[src/rtl/cnn_frame_ctrl.sv]
// Frame sequencer for the 5x5 convolution core: streams one image from the image RAM into the core,
// collects the core's output vectors into the result RAM and guards the drain phase with a watchdog.
module cnn_frame_ctrl #(
    parameter int I_F_BW    = 8,
    parameter int O_F_BW    = 23,
    parameter int CO        = 3,
    parameter int IX        = 28,
    parameter int IY        = 28,
    parameter int KX        = 5,
    parameter int KY        = 5,
    parameter int IN_AW     = 10,
    parameter int OUT_AW    = 10,
    parameter int DRAIN_MAX = 255
) (
    input  logic                 clk,
    input  logic                 reset_n,
    input  logic                 i_start,
    input  logic                 i_abort,
    output logic                 o_busy,
    output logic                 o_done,
    output logic                 o_timeout,
    output logic                 o_rd_en,
    output logic [IN_AW-1:0]     o_rd_addr,
    input  logic [I_F_BW-1:0]    i_rd_data,
    output logic                 o_in_valid,
    output logic [I_F_BW-1:0]    o_in_pixel,
    input  logic                 i_ot_valid,
    input  logic [CO*O_F_BW-1:0] i_ot_fmap,
    output logic                 o_wr_en,
    output logic [OUT_AW-1:0]    o_wr_addr,
    output logic [CO*O_F_BW-1:0] o_wr_data,
    output logic [1:0]           dbg_state
);
    localparam int OUT_W = IX - KX + 1;
    localparam int OUT_H = IY - KY + 1;
    localparam int N_PIX = IX * IY;
    localparam int N_OUT = OUT_W * OUT_H;
    localparam int OCW   = OUT_AW + 1;
    localparam int WD_W  = $clog2(DRAIN_MAX + 1);
    localparam logic [IN_AW-1:0]  LAST_RD  = IN_AW'(N_PIX - 1);
    localparam logic [OUT_AW-1:0] LAST_WR  = OUT_AW'(N_OUT - 1);
    localparam logic [OCW-1:0]    OUT_FULL = OCW'(N_OUT);
    localparam logic [WD_W-1:0]   WD_LAST  = WD_W'(DRAIN_MAX - 1);

    typedef enum logic [1:0] {S_IDLE = 2'd0, S_FEED = 2'd1, S_DRAIN = 2'd2, S_DONE = 2'd3} state_t;

    state_t                state, state_n;
    logic [OCW-1:0]        out_cnt, out_cnt_d;
    logic [WD_W-1:0]       wd_cnt, wd_cnt_d;
    logic                  active, start_go, last_rd, last_wr, wd_hit, wr_accept;
    logic                  rd_en_d, in_valid_d, busy_d, done_d, timeout_d, wr_en_d;
    logic [IN_AW-1:0]      rd_addr_d;
    logic [OUT_AW-1:0]     wr_addr_d;
    logic [CO*O_F_BW-1:0]  wr_data_d;

    // Both streams are valid-only: the RAMs and the core never stall, so any valid is consumed
    // on the cycle it is seen and there is no ready path.
    assign active    = (state == S_FEED) || (state == S_DRAIN);
    assign start_go  = ((state == S_IDLE) || (state == S_DONE)) && i_start && !i_abort;
    assign last_rd   = (state == S_FEED) && (o_rd_addr == LAST_RD);
    assign last_wr   = active && o_wr_en && (o_wr_addr == LAST_WR);
    assign wd_hit    = (state == S_DRAIN) && !i_ot_valid && (wd_cnt == WD_LAST);
    assign wr_accept = active && i_ot_valid && !i_abort && (out_cnt < OUT_FULL);
    assign dbg_state = state;
    assign o_in_pixel = o_in_valid ? i_rd_data : '0;

    always_ff @(posedge clk or negedge reset_n) begin
        if (!reset_n) state <= S_IDLE;
        else          state <= state_n;
    end

    always_comb begin
        state_n = state;
        if (i_abort) begin
            state_n = S_IDLE;
        end else begin
            case (state)
                S_IDLE:  if (i_start) state_n = S_FEED;
                S_FEED:  if (last_wr) state_n = S_DONE;
                         else if (last_rd) state_n = S_DRAIN;
                S_DRAIN: if (last_wr || wd_hit) state_n = S_DONE;
                S_DONE:  if (i_start) state_n = S_FEED;
                default: state_n = S_IDLE;
            endcase
        end
    end

    // Every output is registered from the next state, so the feed stops the cycle the frame completes.
    always_comb begin
        rd_en_d    = (state_n == S_FEED);
        rd_addr_d  = '0;
        if ((state_n == S_FEED) && (state == S_FEED)) rd_addr_d = o_rd_addr + IN_AW'(1);
        in_valid_d = o_rd_en && !i_abort;
        busy_d     = (state_n == S_FEED) || (state_n == S_DRAIN);
        done_d     = (state_n == S_DONE);
        timeout_d  = (state_n == S_DONE) && ((state == S_DONE) ? o_timeout : (wd_hit && !last_wr));
        wr_en_d    = wr_accept;
        wr_addr_d  = o_wr_addr;
        wr_data_d  = o_wr_data;
        out_cnt_d  = out_cnt;
        if (start_go) begin
            out_cnt_d = '0;
        end else if (wr_accept) begin
            wr_addr_d = out_cnt[OUT_AW-1:0];
            wr_data_d = i_ot_fmap;
            out_cnt_d = out_cnt + OCW'(1);
        end
        wd_cnt_d = '0;
        if ((state_n == S_DRAIN) && (state == S_DRAIN) && !i_ot_valid) wd_cnt_d = wd_cnt + WD_W'(1);
    end

    always_ff @(posedge clk or negedge reset_n) begin
        if (!reset_n) begin
            o_rd_en    <= 1'b0;
            o_rd_addr  <= '0;
            o_in_valid <= 1'b0;
            o_busy     <= 1'b0;
            o_done     <= 1'b0;
            o_timeout  <= 1'b0;
            o_wr_en    <= 1'b0;
            o_wr_addr  <= '0;
            o_wr_data  <= '0;
            out_cnt    <= '0;
            wd_cnt     <= '0;
        end else begin
            o_rd_en    <= rd_en_d;
            o_rd_addr  <= rd_addr_d;
            o_in_valid <= in_valid_d;
            o_busy     <= busy_d;
            o_done     <= done_d;
            o_timeout  <= timeout_d;
            o_wr_en    <= wr_en_d;
            o_wr_addr  <= wr_addr_d;
            o_wr_data  <= wr_data_d;
            out_cnt    <= out_cnt_d;
            wd_cnt     <= wd_cnt_d;
        end
    end
endmodule

[config.mk]
export PLATFORM = sky130hd
export DESIGN_NAME = cnn_frame_ctrl
export DESIGN_NICKNAME = d
export VERILOG_FILES = /design/src/rtl/cnn_frame_ctrl.sv
export SDC_FILE = /design/constraint.sdc
export NUM_CORES = 1
export LEC_CHECK = 0
export ABC_AREA = 0
export BUFFER_PORTS_ARGS = -buffer_cell sky130_fd_sc_hd__buf_2
export CORE_UTILIZATION = 44
export DETAILED_ROUTE_END_ITERATION = 6
export PLACE_DENSITY = 0.77
export SLEW_MARGIN = 20
export SYNTH_ARGS = -nofsm -noshare
export SYNTH_HDL_FRONTEND = slang
export SYNTH_SLANG_ARGS = --single-unit
[constraint.sdc]
create_clock -name clk -period 2.15 [get_ports clk]
set_clock_uncertainty 0.2 [all_clocks]
set_input_delay 0.43 -clock clk [delete_from_list [all_inputs] [get_ports clk]]
set_output_delay 0.43 -clock clk [all_outputs]
set_load 0.01 [all_outputs]
== Word level (Yosys, flattened, before mapping) ==
Index checks and enable logic that the tools add are counted.

* Latch bits: 0
* Bits of input ports: 82
* Output and inout bits: 105
* Register bits: 116
* Memory bits (writable): 0
* Bits in read-only memories: 0
* Memories kept: 0

* $lt $le $gt $ge: 1
* Bitwise gates (word level): 1
* Shifts and indexed selects: 0
* Equal/unequal tests: 9
* Div/mod/pow operators: 0
* Mux-type cells: 12
* $add $sub $neg: 3
* Multiply operators: 0
* Reductions and logical operators: 27

{| class="wikitable"
|+ Operator list
! kind !! number
|-
| two-way mux 11 bit || 2
|-
| equality test 10 bit, second input constant || 2
|-
| logical AND 1 bit || 16
|-
| two-way mux 8 bit || 2
|-
| adder 11 x 1 -> 11 bit, second input constant || 1
|-
| < comparator 11 x 10 -> 1 bit, second input constant || 1
|-
| adder 10 x 1 -> 10 bit, second input constant || 1
|-
| two-way mux 10 bit || 1
|-
| two-way mux 2 bit || 5
|-
| adder 8 x 1 -> 8 bit, second input constant || 1
|-
| equality test 2 bit, second input constant || 4
|-
| equality test 8 bit, second input constant || 1
|-
| one-hot mux 2 bit (3 select lines) || 1
|-
| equality test 2 x 1 -> 1 bit, second input constant || 2
|-
| logical OR 1 bit || 4
|-
| logical NOT 1 bit || 3
|-
| logical NOT 2 bit || 1
|-
| AND reduction 2 bit || 1
|-
| nonzero test 2 bit || 1
|-
| OR reduction 2 bit || 1
|-
| two-way mux 1 bit || 1
|-
| inverter 1 bit || 1
|}

== Longest topological paths before layout ==
Gate-level depths: netlist (run 1).

* Word-level depth: 12
* Depth in mapped cells: 9

== Worst setup path after synthesis (run 1) ==
Ideal clock, no wire load.

* Path kind: reg-to-reg
* From: register state[0], in the netlist dbg_state[0]
* To: register o_rd_addr[5]
* Required time: 1.871 ns
* Setup slack: -0.209 ns
* Library setup time: 0.079 ns
* Data arrival time: 2.080 ns
* Cell stages (with the launch flop): 10
* Cells stage by stage: dfrtp_1 -> inv_1 -> ha_1 -> nand4b_1 -> nor3_1 -> a21oi_1 -> nor2b_1 -> ha_1 -> nand2_1 -> a21oi_1

* Word-level cells in the longest chain between the ends: 11
* Elaborated cells on any way between the ends: 21

{| class="wikitable"
|+ RTL lines
! item !! line !! text
|-
| start, declared || 47 || <nowiki>state_t state, state_n;</nowiki>
|-
| start signal, assigned || 69 || <nowiki>else state <= state_n;</nowiki>
|-
| equality test 2 x 1 -> 1 bit / equality test 2 bit (equally long branches) || - ||
|-
| logical OR 1 bit || 58 || <nowiki>assign active = (state == S_FEED) || (state == S_DRAIN);</nowiki>
|-
| logical AND 1 bit (2 in series) || 61 || <nowiki>assign last_wr = active && o_wr_en && (o_wr_addr == LAST_WR);</nowiki>
|-
| logical OR 1 bit || 81 || <nowiki>S_DRAIN: if (last_wr || wd_hit) state_n = S_DONE;</nowiki>
|-
| two-way mux 2 bit || 81 ||
|-
| one-hot mux 2 bit (3 select lines) * || 77 || <nowiki>case (state)</nowiki>
|-
| two-way mux 2 bit * || 74 || <nowiki>if (i_abort) begin</nowiki>
|-
| via state_n[0] || 47 ||
|-
| equality test 2 x 1 -> 1 bit * || - ||
|-
| via rd_en_d || 51 || <nowiki>logic rd_en_d, in_valid_d, busy_d, done_d, timeout_d, wr_en_d;</nowiki>
|-
| logical AND 1 bit * || 92 || <nowiki>if ((state_n == S_FEED) && (state == S_FEED)) rd_addr_d = o_rd_addr + IN_AW'(1);</nowiki>
|-
| two-way mux 10 bit * || 92 ||
|-
| via rd_addr_d[5] || 52 || <nowiki>logic [IN_AW-1:0] rd_addr_d;</nowiki>
|-
| end signal, assigned || 127 || <nowiki>o_rd_addr <= rd_addr_d;</nowiki>
|-
| end, declared || 23 || <nowiki>output logic [IN_AW-1:0] o_rd_addr,</nowiki>
|}

The timed path passes the listed nets; every way through them passes the cells marked *.
A chain may end at the register's enable or synchronous reset.

== Worst setup path after layout (run 1) ==
* From: register state[1], in the netlist dbg_state[1]
* To: register o_timeout

* Word-level cells in the longest chain between the ends: 10
* Elaborated cells on any way between the ends: 23

{| class="wikitable"
|+ RTL lines
! item !! line !! text
|-
| equality test 2 x 1 -> 1 bit / equality test 2 bit (equally long branches) || - ||
|-
| logical OR 1 bit || 58 ||
|-
| logical AND 1 bit (2 in series) || 61 ||
|-
| logical OR 1 bit || 81 ||
|-
| two-way mux 2 bit || 81 ||
|-
| one-hot mux 2 bit (3 select lines) * || 77 ||
|-
| two-way mux 2 bit * || 74 ||
|-
| via state_n[1] || 47 ||
|-
| equality test 2 bit * || - ||
|-
| via done_d || 51 ||
|-
| logical AND 1 bit * || 96 || <nowiki>timeout_d = (state_n == S_DONE) && ((state == S_DONE) ? o_timeout : (wd_hit && !last_wr));</nowiki>
|-
| via timeout_d || 51 ||
|-
| end signal, assigned || 131 || <nowiki>o_timeout <= timeout_d;</nowiki>
|-
| end, declared || 21 || <nowiki>output logic o_timeout,</nowiki>
|}

Marks and branches as above.

==> results_dict.tcl, run 1 <==
set metrics [dict create \
    status "complete, but fails checks" \
    failed_checks "setup timing" \
    setup.worst_path.start_class "flop" \
    crit_chain "inv_2 -> ha_2 -> and4b_1 -> and3_1 -> o31ai_2 -> inv_1 -> buf_4 -> ha_2 -> and2_1" \
    reg2reg_depth 9 \
    netlist.area_leader.share_pct 59.34 \
    synth_area_um2 4892 \
    gp_congestion 0.8678 \
    path_max_fanout 6 \
    io_pins 187 \
    synth-seq-cells 116 \
    holdPathEnd "wd_cnt[4]$_DFF_PN0_" \
    seqPwrFrac_pct 34.7 \
    firstDrtPassIters 5 \
    hpwl_um 8325 \
    cap_violations 0 \
    power.density_nw_per_um2 1192 \
    grt_max_degree 40 \
    worst_pin_slew_ps 538.6 \
    required_ps 2340 \
    max_stage_delay_ps 440 \
    synth_ff_type "dfrtp_1" \
    rsz0062_at_grt "true" \
    p_clk_share_pct 36.1 \
    coreArea_um2 10840 \
    reg2reg_slack_ps -50 \
    worst_hold_slack_ps 234.5 \
    route.detailed.drc 0 \
    synth_warnings 0 \
    finalMaxSlewViolations 0 \
    chipWidth_um 107.4 \
    detailedRoute.firstIterationViolations 188 \
    worst-setup-path-type "reg -> reg" \
    num_vias 4655 \
    rows 38 \
    crit_top_cell "ha_2" \
    synth_area_per_cell_um2 9.765 \
    max-clock-path-buffers 2 \
    via_per_inst 4.905 \
    grt_use_met3_pct 6.235 \
    hold_depth 5 \
    ant_nets 0 \
    async_flop_share_pct 100.0 \
    relSlewSlack_pct 64.09 \
    clkTransAtPathRegs_ps 50 \
    r2r_end "o_timeout$_DFF_PN0_" \
    num_antenna_cells 0 \
    grt_overflow 0 \
    grt_util_met2_pct 42.58 \
    reg2reg_from "dbg_state[1]$_DFF_PN0_" \
    nNetsFinal 889 \
    clk_latency_ps 500 \
    layout_commonest_cell "nand2_1" \
    synthTopCellsByArea "dfrtp_1 (59%), nand2_1 (17%), ha_1 (2.8%), buf_6 (2.1%), mux2_1 (2.1%)" \
    p_int_uw 6437 \
    met1_usage_pct 28.34 \
    p_sw_uw 2815 \
    post-route-min-period_ps 2198 \
    clock-sinks 116 \
    fmaxAchievable_ghz 0.4550 \
    setup_viol 9 \
    power_frac_comb_pct 29.1 \
    hold_path_class "in -> reg" \
    fin_area_um2 7762 \
    routed_wl_um 13580 \
    total_leakage_power_uw 0.004253 \
    dpl_cell_area_um2 6202 \
    antenna_found_initial 0 \
    final_cell_mix "nand2_1 (217), buf_2 (185), dfrtp_1 (114), dlygate4sd3_1 (71), buf_4 (29)" \
    fin_crit_sh_pct 102.2 \
    grt_pass1_vias 4735 \
    p_sw_share_pct 30.43 \
    synth_cells 501 \
    cts_tree "yes" \
    cts_root_buf "clkbuf_8" \
    synth.distinct_cells 39 \
    start_util_pct 45.13 \
    die_h_um 107.4 \
    finalWorstSetupSlack_ps -47.77 \
    hold_start "i_ot_valid" \
    numCtsBuffers 17 \
    worst_ep_arrival_time_ps 2390 \
    finalHoldViolCount 0 \
    synth_nets 594 \
    grt_pass1_wl_um 21960 \
    grt_use_total_pct 24.45 \
    busiest_layer "met2" \
    synth.largest_area_cell "dfrtp_1" \
    die_area_um2 11540 \
    endpoint_kind "flop" \
    yosysSeqAreaShare_pct 59.34 \
    layout-drive-gt1-share_pct 35.23 \
    setup_tns_ps -299.3 \
    htreeDepth 4 \
    syn2layout_area_growth_pct 58.67 \
    fillers 749 \
    port_buffers 186 \
    synth_edf_count 0 \
    wl_per_cell_um 14.31 \
    cp_slowest_cell "dfrtp_2" \
    peakVddDrop_mv 0.7402 \
]
-- power by group through the flow --
| stage | Combinational, µW | Sequential (µW) | Clock (µW) |
|---|---|---|---|
| CTS | 2610 | 3200 | 3400 |
| detailed placement | 2420 | 3220 | 0 |
| finish | 2690 | 3210 | 3340 |
| global placement | 2320 | 3200 | 0 |
| floorplan | 992 | 3500 | 0 |
| global route | 2960 | 3290 | 3510 |
-- what timing repair did --
action,4_1_cts,5_1_grt
gates cloned,1,0
gates resized for setup,14,13
buffers inserted,2,1
pin swaps,10,7
endpoints found under the setup margin,28,93
hold endpoints to repair,106,0
hold buffers,71,0
-- stage by stage --
stage	worst slack [ps]	util [%]	std cells	total power (µW)
floorplan	7.325	-	501	4495
global placement	-82.76	57.21	842	5518
detailed placement	-153.8	57.21	842	5632
CTS	-72.97	71.15	948	9214
global route	-132.2	71.61	949	9753
finish	-47.77	71.61	949	9252
-- Yosys cell counts, types with 2 or more instances --
cell type,instances
nand2_1,218
dfrtp_1,116
nor2_1,25
nand3_1,15
and2_1,11
ha_1,11
xor2_1,10
buf_6,9
mux2_1,9
and3_1,7
buf_2,7
o21ai_0,7
xnor2_1,7
inv_1,6
a21oi_1,5
nand4_1,5
nor3_1,5
or3_1,3
clkbuf_1,2
nand3b_1,2
nand4b_1,2
nor2b_1,2
-- metal layers --
| metal | vias to the layer above | routed length [µm] |
|---|---|---|
| li1 | 2194 | - |
| met1 | 2229 | 5361 |
| met2 | 188 | 7164 |
| met3 | 44 | 693 |
| met4 | 0 | 361 |
| met5 | - | 0 |
-- worst max path at each step --
stage | from | endpoint | slack (ps) | cells past startpoint
2_1_floorplan | o_wr_addr[8]$_DFFE_PN0P_ | wd_cnt[5]$_DFF_PN0_ | 7 | 7
3_3_place_gp | dbg_state[0]$_DFF_PN0_ | wd_cnt[5]$_DFF_PN0_ | -80 | 9
3_5_place_dp | o_wr_addr[8]$_DFFE_PN0P_ | wd_cnt[5]$_DFF_PN0_ | -150 | 7
4_1_cts | dbg_state[1]$_DFF_PN0_ | wd_cnt[5]$_DFF_PN0_ | -70 | 9
5_1_grt | dbg_state[1]$_DFF_PN0_ | wd_cnt[5]$_DFF_PN0_ | -130 | 9
6_report | dbg_state[1]$_DFF_PN0_ | o_timeout$_DFF_PN0_ | -50 | 9
-- final cells by class --
class	count	area (µm²)	area share, %
clock buffers	24	500.5	6.447
well taps	140	175.2	2.257
repair buffers	293	1988	25.61
multi-input cells	361	1949	25.11
flip-flops and latches	116	2905	37.43
clock inverters	8	215.2	2.772
inverters	7	28.78	0.3707
-- flip-flops by register name, indices dropped and copies added, names as in the netlist --
name / cells
o_in_valid: 1
o_timeout: 1
o_wr_data: 69
o_done: 1
o_wr_en: 1
o_rd_en: 1
out_cnt: 11
wd_cnt: 8
o_busy: 1
dbg_state: 2
o_rd_addr: 10
o_wr_addr: 10
-- critical path: cells and delay by family (launching register included) --
family | cells | cell delay, ps
adder cells (fa/ha/maj) | 2 | 330
AND/OR/NAND/NOR | 3 | 530
buffers and inverters | 3 | 340
AO/OA/AOI/OAI | 1 | 230
flip-flops | 1 | 440
-- cell families after synthesis --
| family | count (synthesis) | synth area share [%] |
|---|---|---|
| buffers and inverters | 25 | 3.478 |
| adder cells (fa/ha/maj) | 11 | 2.813 |
| AND/OR/NAND/NOR | 304 | 26.73 |
| XOR/XNOR | 17 | 3.043 |
| multiplexers | 9 | 2.072 |
| flip-flops | 116 | 59.33 |
| AO/OA/AOI/OAI | 19 | 2.532 |
Power figures use the tool's default switching activity.
==> run 2: changes to the inputs <==
--- a/config.mk
+++ b/config.mk
@@ -5,7 +5,7 @@
 export SDC_FILE = /design/constraint.sdc
 export NUM_CORES = 1
 export LEC_CHECK = 0
-export ABC_AREA = 0
+export ABC_AREA = 1
 export BUFFER_PORTS_ARGS = -buffer_cell sky130_fd_sc_hd__buf_2
 export CORE_UTILIZATION = 44
 export DETAILED_ROUTE_END_ITERATION = 6
==> results_dict.tcl, run 2 <==
set metrics [dict create \
    status "complete, but fails checks" \
    failed_checks "setup timing" \
    layout-drive-gt1-share_pct 32.80 \
    hold_path_class "in -> reg" \
    grt_pass1_wl_um 22310 \
    synthMuxAreaShare_pct 0 \
    reg2reg_slack_ps -210 \
    finalMaxSlewViolations 0 \
    worst_pin_slew_ps 387.5 \
    clock-sinks 116 \
    layout_commonest_cell "nand2_1" \
    dpl_cell_area_um2 6183 \
    final_cell_mix "nand2_1 (261), buf_2 (185), dfrtp_1 (114), dlygate4sd3_1 (71), inv_1 (42)" \
    fin_area_um2 7700 \
    synth_compound_area_share_pct 4.948 \
    num_vias 4942 \
    setup.worst_path.start_class "flop" \
    cts_tree "yes" \
    chipWidth_um 107.6 \
    start_util_pct 45.26 \
    yosysSeqAreaShare_pct 59.17 \
    synth_edf_count 0 \
    synthAdderAreaFrac_pct 2.805 \
    fin_crit_sh_pct 110.0 \
    worst_ep_arrival_time_ps 2600 \
    grt_max_degree 62 \
    synth.largest_area_cell "dfrtp_1" \
    synth_ff_type "dfrtp_1" \
    relSlewSlack_pct 73.97 \
    largest_reg_flops 69 \
    synth_cells 576 \
    coreArea_um2 10840 \
    setup_viol 19 \
    netlist.area_leader.share_pct 59.17 \
    rsz0062_at_grt "true" \
    gp_congestion 0.8721 \
    async_flop_share_pct 100.0 \
    reg2reg_depth 11 \
    fillers 766 \
    rows 38 \
    htreeDepth 4 \
    wl_per_cell_um 14.26 \
    clk_latency_ps 510 \
    r2r_end "wd_cnt[6]$_DFF_PN0_" \
    cap_violations 0 \
    synthXorXnorAreaFrac_pct 0.7141 \
    numCtsBuffers 17 \
    antenna_found_initial 0 \
    synth_area_um2 4906 \
    cts_root_buf "clkbuf_8" \
    holdPathEnd "wd_cnt[7]$_DFF_PN0_" \
    routed_wl_um 14480 \
    synth.distinct_cells 24 \
    clkTransAtPathRegs_ps 50 \
    required_ps 2390 \
    post-route-min-period_ps 2364 \
    path_max_fanout 7 \
    synth_top_family_by_area "simple AND/OR/NAND/NOR gates" \
    hold_start "i_ot_valid" \
    firstDrtPassIters 5 \
    synth_warnings 0 \
    synth-seq-cells 116 \
    finalWorstSetupSlack_ps -214.2 \
    fmaxAchievable_ghz 0.4230 \
    total_leakage_power_uw 0.004242 \
    synth_simple_gate_area_share_pct 26.52 \
    syn2layout_area_growth_pct 56.95 \
    nNetsFinal 957 \
    peakVddDrop_mv 0.7292 \
    synth_area_per_cell_um2 8.517 \
    endpoint_kind "flop" \
    grt_pass1_vias 4976 \
    reg_top3 "o_wr_data (69), out_cnt (11)" \
    ys_top_cells_by_count "nand2_1 (266), dfrtp_1 (116), inv_1 (46), nor2_1 (32), o21ai_0 (29)" \
    die_h_um 107.6 \
    power.density_nw_per_um2 1254 \
    num_antenna_cells 0 \
    detailedRoute.firstIterationViolations 283 \
    ant_nets 0 \
    finalHoldViolCount 0 \
    worst-setup-path-type "reg -> reg" \
    yosysMostFrequentCell "nand2_1" \
    largest_register "o_wr_data" \
    max-clock-path-buffers 2 \
    die_area_um2 11580 \
    io_pins 187 \
    grt_overflow 0 \
    route.detailed.drc 0 \
    via_per_inst 4.869 \
    synth_nets 669 \
    hold_depth 4 \
    synthTopCellsByArea "dfrtp_1 (59%), nand2_1 (20%), inv_1 (3.5%), o21ai_0 (3.0%), ha_1 (2.8%)" \
    grt_use_total_pct 25.10 \
    reg2reg_from "dbg_state[1]$_DFF_PN0_" \
    fin_util_pct 71.03 \
    port_buffers 186 \
    hpwl_um 8515 \
]
-- run 2: critical path, cell delays in order (launching register included) --
cell and delay, ps:
dfrtp_2 450, inv_2 110, ha_4 160, nand2_1 60, nand3b_1 220, nor2_2 160
nor2_2 60, a21oi_2 210, ha_2 250, nand3_4 120, a31o_4 230, nor2_2 70
-- run 2: through the flow --
stage	power, µW	setup WS [ps]	std cells	TNS [ps]	hold slack [ps]
after floorplan	4920	-30.18	576	-54.54	-65.59
after global placement	6164	-13.47	905	-13.47	248.3
after detailed placement	6294	-178.6	905	-1768	253.9
after CTS	9400	-144.9	1009	-1349	110.4
after global routing	10210	-323.9	1015	-5069	130.0
final	9652	-214.2	1015	-2793	162.5
-- run 2: metal layers --
metal | wire length, µm | track usage, % | share of wire, % | vias up
met5 | 0 | 0 | 0 | -
met1 | 5632 | 28.29 | 39 | 2320
li1 | - | - | - | 2354
met3 | 1054 | 6.598 | 7.3 | 30
met4 | 358 | 12.52 | 2.5 | 0
met2 | 7429 | 43.73 | 51 | 238
-- run 2: repair_timing --
action | 4_1_cts | 5_1_grt
hold buffers | 71 | 0
endpoints found under the hold margin | 186 | 0
pin swaps | 9 | 7
buffers inserted | 3 | 7
setup endpoints to repair | 19 | 83
resized for setup | 21 | 22
-- run 2: worst max-delay path by stage --
stage,cells after the start,endpoint,start
floorplan,13,wd_cnt[6]$_DFF_PN0_,dbg_state[0]$_DFF_PN0_
global placement,13,wd_cnt[6]$_DFF_PN0_,dbg_state[0]$_DFF_PN0_
detailed placement,13,wd_cnt[6]$_DFF_PN0_,dbg_state[0]$_DFF_PN0_
CTS,13,wd_cnt[6]$_DFF_PN0_,dbg_state[0]$_DFF_PN0_
global route,13,o_rd_addr[3]$_DFF_PN0_,dbg_state[1]$_DFF_PN0_
finish,11,wd_cnt[6]$_DFF_PN0_,dbg_state[1]$_DFF_PN0_
-- run 2: cell type report --
class / count / area [µm²] / share of cell area [%]
Clock buffer: 20 / 445.4 / 5.785
Clock inverter: 10 / 156.4 / 2.031
Inverter: 49 / 188.9 / 2.454
Multi-Input combinational cell: 392 / 1883 / 24.46
Sequential cell: 116 / 2905 / 37.73
Tap cell: 140 / 175.2 / 2.275
Timing Repair Buffer: 288 / 1946 / 25.27
-- run 2: logic make-up (layout without fill, tap and decap cells) --
group	after synthesis	in the layout
DFF	116	116
and+or+nand+nor	331	331
buffers and inverters	68	367
AOI/OAI and AO/OA	46	46
xor gates and xnor gates	4	4
adders and majority gates	11	11
-- run 2: report_power, final --
part	total [µW]	switching, µW	internal [µW]
combinational	3420	1970	1460
sequential	3370	449	2920
clock	2860	936	1920
total	9650	3350	6300
